==> config.mk <==
export PLATFORM = sky130hd
export DESIGN_NAME = escritor_rtc_flat
export DESIGN_NICKNAME = d
export VERILOG_FILES = /design/src/rtl/escritor_rtc_if.sv /design/src/rtl/escritor_rtc.sv /design/src/flat_wrapper.sv
export SDC_FILE = /design/constraint.sdc
export NUM_CORES = 1
export LEC_CHECK = 0
export BUFFER_PORTS_ARGS = -buffer_cell sky130_fd_sc_hd__buf_2
export CAP_MARGIN = 5
export CELL_PAD_IN_SITES_DETAIL_PLACEMENT = 1
export CELL_PAD_IN_SITES_GLOBAL_PLACEMENT = 1
export CORE_MARGIN = 10
export CORE_UTILIZATION = 39
export DETAILED_ROUTE_END_ITERATION = 12
export GPL_TIMING_DRIVEN = 0
export PLACE_DENSITY = 0.83
export SLEW_MARGIN = 40
export SYNTH_ARGS = -nofsm -noshare
export SYNTH_HDL_FRONTEND = slang
export SYNTH_SLANG_ARGS = --single-unit
==> constraint.sdc <==
create_clock -name CLK -period 2.5 [get_ports CLK]
set_input_delay 0.125 -clock CLK [delete_from_list [all_inputs] [get_ports CLK]]
set_output_delay 0.125 -clock CLK [all_outputs]
set_load 0.005 [all_outputs]
==> src/rtl/escritor_rtc_if.sv <==
// Bus between the user-control requester and the RTC write sequencer.
// estado mirrors the sequencer FSM state for checkers and debug.
interface escritor_rtc_if;
    logic       solicitud;
    logic       concedido;
    logic       escritura;
    logic [7:0] direccion;
    logic [7:0] dato;
    logic       final_req;
    logic       fin;
    logic [7:0] AD;
    logic       AD_oe;
    logic       CS_n;
    logic       RD_n;
    logic       WR_n;
    logic       AD_sel;
    logic       ocupado;
    logic [3:0] estado;

    // Handshake: the requester holds solicitud for the whole session and
    // escritura while a write is pending; a write is accepted on the edge
    // where the sequencer is in GRANT with escritura=1, and completes with a
    // one-clock fin pulse. final_req=1 seen in GRANT ends the session.
    modport master (
        output solicitud, escritura, direccion, dato, final_req,
        input  concedido, fin, AD, AD_oe, CS_n, RD_n, WR_n, AD_sel, ocupado, estado
    );
    modport slave (
        input  solicitud, escritura, direccion, dato, final_req,
        output concedido, fin, AD, AD_oe, CS_n, RD_n, WR_n, AD_sel, ocupado, estado
    );
endinterface

==> src/rtl/escritor_rtc.sv <==
// RTC write sequencer: multiplexed address/data write cycle, each bus phase TPH clocks.
// All outputs are registered from the next-state decode.
module escritor_rtc #(
    parameter int unsigned TPH = 4
) (
    input  logic           CLK,
    input  logic           reset,
    escritor_rtc_if.slave  bus
);
    typedef enum logic [3:0] {
        IDLE, GRANT, A_SET, A_WR, A_HOLD, D_SET, D_WR, D_HOLD, FIN, GAP
    } state_t;

    localparam logic [3:0] C_PHASE_LOAD = 4'(TPH - 1);
    localparam logic [3:0] C_GAP_LOAD   = 4'd1;

    state_t     r_state, w_next;
    logic [3:0] r_cnt, w_cnt_next;
    logic [7:0] r_dir, r_dat, w_dir_next, w_dat_next;
    logic       r_abort, w_abort_next;
    logic       w_done;

    logic       r_concedido, r_fin, r_ad_oe, r_cs_n, r_wr_n, r_ad_sel, r_ocupado;
    logic [7:0] r_ad;
    logic       w_concedido, w_fin, w_ad_oe, w_cs_n, w_wr_n, w_ad_sel, w_ocupado;
    logic [7:0] w_ad;

    always_comb begin
        w_next       = r_state;
        w_cnt_next   = r_cnt;
        w_dir_next   = r_dir;
        w_dat_next   = r_dat;
        w_abort_next = r_abort;
        w_done       = (r_cnt == 4'd0);

        case (r_state)
            IDLE:   if (bus.solicitud) w_next = GRANT;
            GRANT: begin
                if (bus.final_req || !bus.solicitud) begin
                    w_next = IDLE;
                end else if (bus.escritura) begin
                    w_next       = A_SET;
                    w_dir_next   = bus.direccion;
                    w_dat_next   = bus.dato;
                    w_abort_next = 1'b0;
                end
            end
            A_SET:  if (w_done) w_next = A_WR;
            A_WR:   if (w_done) w_next = A_HOLD;
            A_HOLD: if (w_done) w_next = D_SET;
            D_SET:  if (w_done) w_next = D_WR;
            D_WR:   if (w_done) w_next = D_HOLD;
            D_HOLD: if (w_done) w_next = (r_abort || !bus.solicitud) ? IDLE : FIN;
            FIN:    w_next = GAP;
            GAP:    if (w_done) w_next = GRANT;
            default: w_next = IDLE;
        endcase

        // A dropped request inside the bus cycle is remembered so the cycle
        // finishes intact but ends silently in IDLE.
        if (r_state inside {A_SET, A_WR, A_HOLD, D_SET, D_WR, D_HOLD} && !bus.solicitud)
            w_abort_next = 1'b1;

        if (w_next != r_state)
            w_cnt_next = (w_next == GAP) ? C_GAP_LOAD : C_PHASE_LOAD;
        else if (!w_done)
            w_cnt_next = r_cnt - 4'd1;

        w_concedido = (w_next != IDLE);
        w_ocupado   = (w_next != IDLE);
        w_fin       = (w_next == FIN);
        w_ad_oe     = w_next inside {A_SET, A_WR, A_HOLD, D_SET, D_WR, D_HOLD};
        w_ad_sel    = w_next inside {D_SET, D_WR, D_HOLD};
        w_cs_n      = !(w_next inside {A_SET, A_WR, D_SET, D_WR});
        w_wr_n      = !(w_next inside {A_WR, D_WR});
        w_ad        = 8'h00;
        if (w_next inside {A_SET, A_WR, A_HOLD})
            w_ad = w_dir_next;
        else if (w_next inside {D_SET, D_WR, D_HOLD})
            w_ad = w_dat_next;
    end

    always_ff @(posedge CLK) begin
        if (reset) begin
            r_state     <= IDLE;
            r_cnt       <= 4'd0;
            r_dir       <= 8'h00;
            r_dat       <= 8'h00;
            r_abort     <= 1'b0;
            r_concedido <= 1'b0;
            r_fin       <= 1'b0;
            r_ad        <= 8'h00;
            r_ad_oe     <= 1'b0;
            r_cs_n      <= 1'b1;
            r_wr_n      <= 1'b1;
            r_ad_sel    <= 1'b0;
            r_ocupado   <= 1'b0;
        end else begin
            r_state     <= w_next;
            r_cnt       <= w_cnt_next;
            r_dir       <= w_dir_next;
            r_dat       <= w_dat_next;
            r_abort     <= w_abort_next;
            r_concedido <= w_concedido;
            r_fin       <= w_fin;
            r_ad        <= w_ad;
            r_ad_oe     <= w_ad_oe;
            r_cs_n      <= w_cs_n;
            r_wr_n      <= w_wr_n;
            r_ad_sel    <= w_ad_sel;
            r_ocupado   <= w_ocupado;
        end
    end

    assign bus.concedido = r_concedido;
    assign bus.fin       = r_fin;
    assign bus.AD        = r_ad;
    assign bus.AD_oe     = r_ad_oe;
    assign bus.CS_n      = r_cs_n;
    assign bus.RD_n      = 1'b1;
    assign bus.WR_n      = r_wr_n;
    assign bus.AD_sel    = r_ad_sel;
    assign bus.ocupado   = r_ocupado;
    assign bus.estado    = r_state;
endmodule

==> src/flat_wrapper.sv <==
// flat-port wrapper written by rule: the top's interface ports become plain ports
module escritor_rtc_flat 
#(
    parameter int unsigned TPH = 4
)
  (CLK, reset, bus_solicitud, bus_escritura, bus_direccion, bus_dato, bus_final_req, bus_concedido, bus_fin, bus_AD, bus_AD_oe, bus_CS_n, bus_RD_n, bus_WR_n, bus_AD_sel, bus_ocupado, bus_estado);
  escritor_rtc_if bus_i ();
  input  logic CLK;
  input  logic reset;
  input wire logic [$bits(bus_i.solicitud)-1:0] bus_solicitud;
  input wire logic [$bits(bus_i.escritura)-1:0] bus_escritura;
  input wire logic [$bits(bus_i.direccion)-1:0] bus_direccion;
  input wire logic [$bits(bus_i.dato)-1:0] bus_dato;
  input wire logic [$bits(bus_i.final_req)-1:0] bus_final_req;
  output wire logic [$bits(bus_i.concedido)-1:0] bus_concedido;
  output wire logic [$bits(bus_i.fin)-1:0] bus_fin;
  output wire logic [$bits(bus_i.AD)-1:0] bus_AD;
  output wire logic [$bits(bus_i.AD_oe)-1:0] bus_AD_oe;
  output wire logic [$bits(bus_i.CS_n)-1:0] bus_CS_n;
  output wire logic [$bits(bus_i.RD_n)-1:0] bus_RD_n;
  output wire logic [$bits(bus_i.WR_n)-1:0] bus_WR_n;
  output wire logic [$bits(bus_i.AD_sel)-1:0] bus_AD_sel;
  output wire logic [$bits(bus_i.ocupado)-1:0] bus_ocupado;
  output wire logic [$bits(bus_i.estado)-1:0] bus_estado;
  assign bus_i.solicitud = bus_solicitud;
  assign bus_i.escritura = bus_escritura;
  assign bus_i.direccion = bus_direccion;
  assign bus_i.dato = bus_dato;
  assign bus_i.final_req = bus_final_req;
  assign bus_concedido = bus_i.concedido;
  assign bus_fin = bus_i.fin;
  assign bus_AD = bus_i.AD;
  assign bus_AD_oe = bus_i.AD_oe;
  assign bus_CS_n = bus_i.CS_n;
  assign bus_RD_n = bus_i.RD_n;
  assign bus_WR_n = bus_i.WR_n;
  assign bus_AD_sel = bus_i.AD_sel;
  assign bus_ocupado = bus_i.ocupado;
  assign bus_estado = bus_i.estado;
  escritor_rtc #(.TPH(TPH)) u_core (.CLK(CLK), .reset(reset), .bus(bus_i));
endmodule
# --- Word level (Yosys, flattened, before mapping) ---
# Index checks and enable logic that the tools add are counted.
classes:
  bitwise_logic: 0
  n_div: 0
  n_shift: 0
  muxes: 27
  n_reduce_logical: 18
  multipliers: 0
  add_sub_neg: 1
  eq_ne: 20
  magnitude_cmp: 0
op_table:
  columns: ["cell", "count"]
  rows:
  - ["2-to-1 mux 8 bit", 8]
  - ["2-to-1 mux 4 bit", 13]
  - ["case mux 4 bit (10 select lines)", 1]
  - ["equality test 4 x 3 -> 1 bit, second input constant", 8]
  - ["equality test 4 x 2 -> 1 bit, second input constant", 4]
  - ["equality test 4 bit, second input constant", 4]
  - ["nonzero test 6 bit", 2]
  - ["logical NOT 4 bit", 2]
  - ["nonzero test 4 bit", 2]
  - ["nonzero test 2 bit", 3]
  - ["nonzero test 3 bit", 2]
  - ["equality test 4 x 1 -> 1 bit, second input constant", 1]
  - ["2-to-1 mux 1 bit", 4]
  - ["inequality test 2 bit, second input constant", 2]
  - ["inequality test 4 bit", 1]
  - ["subtractor 4 x 1 -> 4 bit, second input constant", 1]
  - ["logical NOT 1 bit", 3]
  - ["AND reduction 3 bit", 1]
  - ["logical OR 1 bit", 2]
  - ["2-to-1 mux 2 bit", 1]
  - ["logical AND 1 bit", 1]
totals:
  memories: 0
  input_bits: 21
  out_inout_bits: 20
  rom_bits: 0
  register_bits: 39
  mem_bits_rw: 0
  latch_bits: 0
  elab_cells: 78

# --- Longest topological paths before layout ---
# Gate-level depths: netlist of run 1.
logic_depth:
  word_depth: 9
  ltp_mapped: 9
  mapped_depth_nobuf: 7

# --- Worst setup path before layout of run 1 ---
# OpenSTA, ideal clock, no wires.
synth_path:
  path_type: "flip-flop to flip-flop"
  start: "reg u_core.r_cnt[0]"
  end: "reg u_core.r_cnt[2]"
  setup_time_ns: 0.092
  arrival_time_ns: 1.781
  path_slack_ns: 0.627
  synth_period_minus_slack_ns: 1.873
  path_stages_with_launch: 8
  cell_sequence: "dfxtp_1 > inv_1 > ha_1 > nor3b_2 > a22oi_1 > o2111ai_2 > mux2_4 > nor4_1"
synth_via:
  elab_chain_cells: 5
  word_cells_on_any_way: 14
  cone_classes: "add/sub: 1; eq/ne: 2; mux: 10; reduce/logical: 1"
synth_lines:
  columns: ["item", "line_no", "rtl"]
  rows:
  - ["start: declaration", "escritor_rtc.sv:18", "logic [3:0] r_cnt, w_cnt_next;"]
  - ["start signal: assignment", "escritor_rtc.sv:100", "r_cnt <= w_cnt_next;"]
  - ["logical NOT 4 bit", "escritor_rtc.sv:34", "w_done = (r_cnt == 4'd0);"]
  - ["2-to-1 mux 4 bit (tied with other cells)", "escritor_rtc.sv:55", "GAP: if (w_done) w_next = GRANT;"]
  - ["case mux 4 bit (10 select lines)", "escritor_rtc.sv:36", "case (r_state)"]
  - ["inequality test 4 bit", "escritor_rtc.sv:64", "if (w_next != r_state)"]
  - ["inequality test 2 bit (no source line) or 2-to-1 mux 4 bit (tied branches)", null, null]
# Several ways; a longest one is shown, not always the timed one. The select of a mux whose other input is x is not followed.
# A chain may end at the register's enable or synchronous reset.

# --- Worst setup path in the final report of run 1 ---
layout_path:
  start: "reg u_core.r_cnt[0]"
  end: "reg u_core.r_ad[1], in the netlist u_core.bus.AD[1]"
layout_via:
  elab_chain_cells: 7
  word_cells_on_any_way: 19
  cone_classes: "eq/ne: 6; mux: 10; reduce/logical: 3"
layout_lines:
  columns: ["item", "line_no", "rtl"]
  rows:
  - ["logical NOT 4 bit (*)", "escritor_rtc.sv:34", null]
  - ["2-to-1 mux 4 bit (tied with other cells)", "escritor_rtc.sv:55", null]
  - ["case mux 4 bit (10 select lines) (*)", "escritor_rtc.sv:36", null]
  - ["equality test 4 x 3 -> 1 bit", "escritor_rtc.sv:79", "else if (w_next inside {D_SET, D_WR, D_HOLD})"]
  - ["nonzero test 3 bit", "escritor_rtc.sv:79", null]
  - ["2-to-1 mux 8 bit", "escritor_rtc.sv:79", null]
  - ["2-to-1 mux 8 bit (*)", "escritor_rtc.sv:77", "if (w_next inside {A_SET, A_WR, A_HOLD})"]
  - ["end signal: assignment", "escritor_rtc.sv:106", "r_ad <= w_ad;"]
  - ["end: declaration", "escritor_rtc.sv:24", "logic [7:0] r_ad;"]
# Mark *: on every way between the ends. The rest lies on a longest branch, timed or not.

==> results of run 1 <==
## routing by layer
| metal | wire (um) | share of wire | GRT usage | vias to the layer above |
|---|---|---|---|---|
| met4 | 49 | 0.0090 | 0.0405 | 0 |
| met5 | 0 | 0 | 0 | - |
| li1 | - | - | - | 870 |
| met2 | 2770 | 0.51 | 0.252 | 43 |
| met1 | 2310 | 0.42 | 0.170 | 849 |
| met3 | 325 | 0.060 | 0.0346 | 6 |
## worst register-to-register path, stage by stage (launching register included)
cell      delay (ns)
dfxtp_1         0.31
inv_1           0.09
ha_1            0.23
or3b_1          0.41
nand3_1         0.16
o2111a_1        0.24
clkbuf_1        0.43
nand4_1         0.17
o211ai_1        0.13
## synth_stat cells, drive strengths merged (2+ instances only)
library cell,number
o211ai,15
buf,14
dfxtp,39
nand4,8
nor4,3
xnor2,4
a21oi,21
nor3,6
o21ai,19
nand2b,4
nand3,18
or3b,2
mux2i,2
clkbuf,8
nand3b,2
nand2,11
nor2,14
a211oi,2
inv,2
## final cells by class
class                      count  area, sq um
multi-input combinational    151          938
timing repair buffer          38          190
clock inverter                 1         5.00
sequential                    39          781
buffer                        22          130
fill                         610         2460
inverter                       2         7.51
clock buffer                   6         82.6
tap                           54         67.6
## worst paths after layout
path	slack, ns	end
min	0.12	u_core.r_dat[4]
min reg2reg	0.49	u_core.r_dat[4]
max	0.24	u_core.bus.AD[1]
max reg2reg	0.24	u_core.bus.AD[1]
## flip-flops by register name (all words and copies together) (netlist names)
register / cells
u_core.bus.AD: 8
u_core.bus.AD_oe: 1
u_core.bus.AD_sel: 1
u_core.bus.CS_n: 1
u_core.bus.WR_n: 1
u_core.bus.concedido: 1
u_core.bus.estado: 4
u_core.bus.fin: 1
u_core.r_abort: 1
u_core.r_cnt: 4
u_core.r_dat: 8
u_core.r_dir: 8
## power by group through the flow
stage	Combinational [mW]	Sequential (mW)	Clock [mW]
finish	0.232	0.659	0.430
global route	0.260	0.663	0.470
CTS	0.235	0.659	0.442
detailed placement	0.234	0.673	0
global placement	0.225	0.672	0
floorplan	0.165	0.670	0
## logic make-up (layout without fill, tap and decap cells)
| group | count (synthesis) | count (layout) |
|---|---|---|
| adders and majority gates | 1 | 1 |
| xor gates and xnor gates | 4 | 4 |
| muxes | 3 | 3 |
| AOI/OAI and AO/OA | 65 | 65 |
| DFF | 39 | 39 |
| and+or+nand+nor | 77 | 77 |
| other | 1 | 1 |
| buffers and inverters | 24 | 69 |
## through the flow
stage               instances  total power [mW]  utilization  hold slack [ns]  area, sq um
detailed placement        306             0.907        0.454            0.420         2110
CTS                       313              1.34        0.472            0.117         2200
global route              313              1.39        0.472            0.126         2200
global placement          306             0.898        0.454            0.417         2110
finish                    313              1.32        0.472            0.119         2200
floorplan                 214             0.835            -            0.291         1860
==> run_results.csv, run 1 <==
group,metric,value,unit
route,first_iter_violations,69,
clock_tree,clk_path_buf_depth,2,
setup_path,crit_arrival,2.46,ns
route,wire_per_inst,17.4,um
hold_path,hold_class,"input port to flop",
sta,maxSlewHeadroom,0.649,
pwr,power_leakage,0.855,nW
pwr,seq_power_share,0.499,
job,drv_cap,0,
pwr,swShare,0.274,
floorplanning,dieArea,7920,sq um
floorplanning,boundaryPins,41,
global_route,grt_max_degree,12,
cells_and_area,final_cell_mix,"buf_2 (45), dfxtp_1 (39), a21oi_1 (20)",
setup_path,cp.required,2.70,ns
clock_tree,clk_latency,0.29,ns
yosys,ys_seq_area_frac,0.420,
clock_tree,ctsHoldBuffers,0,
setup_path,cp-start-kind,"flop",
yosys,synthTopCellsByArea,"dfxtp_1 (42%), o211ai_1 (6.1%), a21oi_1 (5.4%), nand3_1 (4.9%), o21ai_0 (4.0%)",
cells_and_area,drive_gt1_frac,0.270,
clock_tree,clock-sinks,39,
cells_and_area,n_antenna_cell,0,
outcome,status,"completed",
yosys,synthSimpleGateAreaFrac,0.239,
yosys,syn_avg_cell_area,8.68,sq um
setup_path,cp_num_cells,8,
pwr,clkPwrFrac,0.326,
placement,post-place-ws,0.265,ns
yosys,synth_nets,236,
sta,slew_violations,0,
sta,min_period,2.26,ns
floorplanning,die_h,89,um
hold_path,min_from,"bus_dato[4]",
yosys,synth_top_family_by_area,"simple AND/OR/NAND/NOR gates",
pwr,cellPowerDensity,600,nW/um^2
placement,gp_congestion,0.829,
yosys,synthArstFlopShare,0,
setup_path,crit_family,"simple AND/OR/NAND/NOR gates",
global_route,grt_first_pass_wirelength,9020,um
global_route,grt-ovfl-total,0,
yosys,synthCells,214,
sta,fin_setup_tns,0,ns
clock_tree,ctsResizeCount,0,
floorplanning,die_w,89,um
global_route,grt_antenna_before_repair,0,
setup_path,setup.worst_path.end_class,"flop",
setup_path,critPathBufInv,2,
yosys,synth_top_area_cell,"dfxtp_1",
pwr,vdd_drop_max,0.000260,V
clock_tree,numCtsBuffers,5,
clock_tree,cts_tree,"yes",
route,postRouteAntennaNets,0,
setup_path,worst_path_largest_cell_delay,0.43,ns
sta,hold_viol,0,
hold_path,holdPathStages,3,
yosys,ys_types,47,
setup_path,crit_start,"u_core.r_cnt[0]",
global_route,grt.total_usage,0.144,
route,drtPass1Iterations,4,
sta,max_freq,443,MHz
yosys,synth.area.mux_share,0.0189,
pwr,p_comb_frac,0.176,
floorplanning,rows,25,
route,viasPerCell,5.65,
clock_tree,cts.htree.levels,2,
global_route,grt_pass1_vias,1860,
setup_path,worstPathMaxFanout,10,
clock_tree,postCtsSetupBuffers,0,
yosys,synth_adder_area_share,0.00674,
pwr,intPower,0.959,mW
route,drc_errors,0,
yosys,synth_top_cell_area_share,0.420,
sta,fin_ws,0.242,ns
setup_path,worstPathCellList,"inv_1 > ha_1 > or3b_1 > nand3_1 > o2111a_1 > clkbuf_1 > nand4_1 > o211ai_1",
route,vias,1768,
clock_tree,clkSlewWorstSetupHoldPaths,0.08,ns
yosys,synth_compound_gate_area_share,0.220,
yosys,synth_edf_count,0,
yosys,synthXorXnorAreaFrac,0.0189,
setup_path,crit_slowest_cell,"clkbuf_1",
sta,worst_pin_slew,0.524,ns
setup_path,reg2reg_depth,8,
floorplanning,core-area,4660,sq um
sta,post-route-period-util,0.903,
cells_and_area,area.growth.synth_to_final,18.6,%
clock_tree,cts_root_buf,"clkbuf_8",
sta,rsz0062_at_grt,"false",
yosys,ys.flop_type,"dfxtp_1",
sta,skew,0.00582,ns
route,routed_wl,5460,um
placement,port_buffers,38,
setup_path,crit_type,"flop to flop",
yosys,synth_area,1860,sq um
yosys,yosys_warnings,0,
floorplanning,start_util,0.398,
cells_and_area,mostFrequentLayoutCell,"buf_2",
pwr,switchingPower,0.362,mW
cells_and_area,nets,281,
setup_path,rr_startpoint,"u_core.r_cnt[0]",
yosys,ys_seq_elements,39,
placement,dp_hpwl,4110,um
sta,setup_violations,0,
Power figures use the tool's default switching activity.
==> inputs of run 2 (changes only) <==
Settings changed: CELL_PAD_IN_SITES_DETAIL_PLACEMENT 1 to 0, CELL_PAD_IN_SITES_GLOBAL_PLACEMENT 1 to 2, CORE_UTILIZATION 39 to 31.
==> run 2 against run 1 <==
Effect of this change: fmax grew 2.0%; cell count grew 7.0%; critical path depth is the same; setup slack gained 0.045 ns; utilization shrank 8.7 points; clock skew is essentially flat; power grew 6.6%; clock power grew 21%; non-clock buffer count is the same; final area grew 2.3%; largest power group unchanged.
==> run_results.csv, run 2 (synthesis results as in run 1) <==
group,metric,value,unit
setup_path,cp-start-kind,"flop",
sta,setup_violations,0,
cells_and_area,area.growth.synth_to_final,21.4,%
sta,hold_viol,0,
setup_path,worst_path_largest_cell_delay,0.43,ns
placement,placedInstanceArea,2140,sq um
cells_and_area,nets,281,
placement,dp.cells,327,
sta,rsz0062_at_grt,"false",
setup_path,rr_startpoint,"u_core.r_cnt[0]",
cells_and_area,fin_util,0.385,
sta,fin_setup_tns,0,ns
cells_and_area,fin_cells,335,
global_route,grt_max_degree,14,
floorplanning,dieArea,9480,sq um
sta,skew,0.00631,ns
clock_tree,clock-sinks,39,
route,drc_errors,0,
cells_and_area,n_antenna_cell,0,
global_route,grt_first_pass_wirelength,8560,um
hold_path,min_from,"bus_dato[2]",
outcome,status,"completed",
clock_tree,cts.htree.levels,2,
route,viasPerCell,5.08,
sta,slew_violations,0,
sta,worst_pin_slew,0.547,ns
placement,port_buffers,38,
setup_path,r2r_end,"u_core.bus.AD[7]",
cells_and_area,final_cell_mix,"buf_2 (45), dfxtp_1 (39), a21oi_1 (20)",
clock_tree,clk_latency,0.29,ns
sta,post-route-period-util,0.885,
setup_path,setup.worst_path.end_class,"flop",
job,drv_cap,0,
sta,max_freq,452,MHz
route,vias,1703,
clock_tree,numCtsBuffers,5,
route,wire_per_inst,15.4,um
placement,dp_hpwl,3830,um
global_route,grt.total_usage,0.107,
cells_and_area,drive_gt1_frac,0.273,
floorplanning,die_w,97.4,um
floorplanning,core-area,5850,sq um
hold_path,holdPathStages,3,
route,routed_wl,5170,um
setup_path,crit_type,"flop to flop",
clock_tree,ctsResizeCount,0,
global_route,grt-ovfl-total,0,
floorplanning,boundaryPins,41,
clock_tree,ctsHoldBuffers,0,
clock_tree,cts_root_buf,"clkbuf_8",
cells_and_area,fillers,622,
setup_path,cp.required,2.71,ns
placement,gp_congestion,0.826,
setup_path,reg2reg_depth,8,
pwr,vdd_drop_max,0.000365,V
setup_path,regToRegSetupSlack,0.29,ns
route,postRouteAntennaNets,0,
sta,maxSlewHeadroom,0.635,
setup_path,crit_slowest_cell,"clkbuf_1",
cells_and_area,mostFrequentLayoutCell,"buf_2",
route,first_iter_violations,64,
global_route,grt_pass1_vias,1682,
floorplanning,rows,28,
route,drtPass1Iterations,4,
floorplanning,die_h,97.4,um
global_route,grt_antenna_before_repair,0,
pwr,power_leakage,0.866,nW
setup_path,crit_arrival,2.42,ns
clock_tree,clkSlewWorstSetupHoldPaths,0.08,ns
cells_and_area,post-route-cell-area,2250,sq um
setup_path,worstPathCellList,"inv_1 > ha_1 > or3b_1 > nand3_1 > o2111a_1 > clkbuf_1 > nand4_1 > o211ai_1",
clock_tree,cts_tree,"yes",
hold_path,hold_class,"input port to flop",
clock_tree,postCtsSetupBuffers,0,
sta,min_period,2.21,ns
floorplanning,start_util,0.317,
setup_path,worstPathMaxFanout,10,
hold_path,hold_path_end,"u_core.r_dat[2]",
clock_tree,clk_path_buf_depth,2,
pwr,cellPowerDensity,625,nW/um^2
## run 2: changes by cell type in the layout (fill, tap and decap cells not counted)
cell | before | now
clkinv_4 | 0 | 1
bufinv_16 | 0 | 1
clkbuf_8 | 6 | 5
## run 2: metrics by stage
step | hold WS (ns) | setup WS, ns | power (mW)
2_1_floorplan | 0.291 | 0.627 | 0.835
3_3_place_gp | 0.420 | 0.344 | 0.901
3_5_place_dp | 0.415 | 0.330 | 0.901
4_1_cts | 0.103 | 0.304 | 1.42
5_1_grt | 0.105 | 0.0399 | 1.49
6_report | 0.107 | 0.287 | 1.41
## run 2: critical path: cells and delay by family, from the launching register on
| kind | cells | cell delay, ns |
|---|---|---|
| buffers and inverters | 2 | 0.51 |
| and+or+nand+nor | 3 | 0.71 |
| DFF | 1 | 0.31 |
| adders and majority gates | 1 | 0.23 |
| AOI/OAI and AO/OA | 2 | 0.37 |
## run 2: how the worst max path moves through the flow
stage / start / to / slack [ns] / cells past startpoint
after detailed placement: u_core.r_cnt[0] / u_core.bus.AD[7] / 0.33 / 8
after global placement: u_core.r_cnt[0] / u_core.bus.AD[6] / 0.34 / 8
after CTS: u_core.r_cnt[0] / u_core.bus.AD[2] / 0.30 / 8
final: u_core.r_cnt[0] / u_core.bus.AD[7] / 0.29 / 8
after global routing: u_core.r_cnt[0] / u_core.bus.AD[5] / 0.04 / 8
after floorplan: u_core.r_cnt[0] / u_core.r_cnt[2] / 0.63 / 7
## run 2: final cells by class
class                   instances  area, sq um  share of cell area
flip-flops and latches         39          781               0.346
clock buffers                   5         68.8              0.0305
repair buffers                 38          190              0.0844
well taps                      75         93.8              0.0416
clock inverters                 3         43.8              0.0194
inverters                       2         7.51             0.00333
plain buffers                  22          130              0.0577
multi-input cells             151          938               0.416
## run 2: routing by layer
| metal | wire, um | track usage | vias up | part of all wire |
|---|---|---|---|---|
| met5 | 0 | 0 | - | 0 |
| met4 | 18 | 0.0302 | 0 | 0.0035 |
| met3 | 256 | 0.0334 | 2 | 0.050 |
| met2 | 2490 | 0.178 | 45 | 0.48 |
| met1 | 2400 | 0.130 | 783 | 0.46 |
| li1 | - | - | 873 | - |
## run 2: power by group
part	internal, mW	leakage (nW)	total [mW]	switching (mW)
Sequential	0.643	0.316	0.658	0.0151
Combinational	0.0994	0.492	0.228	0.128
Clock	0.297	0.0581	0.522	0.225
Total	1.04	0.866	1.41	0.369
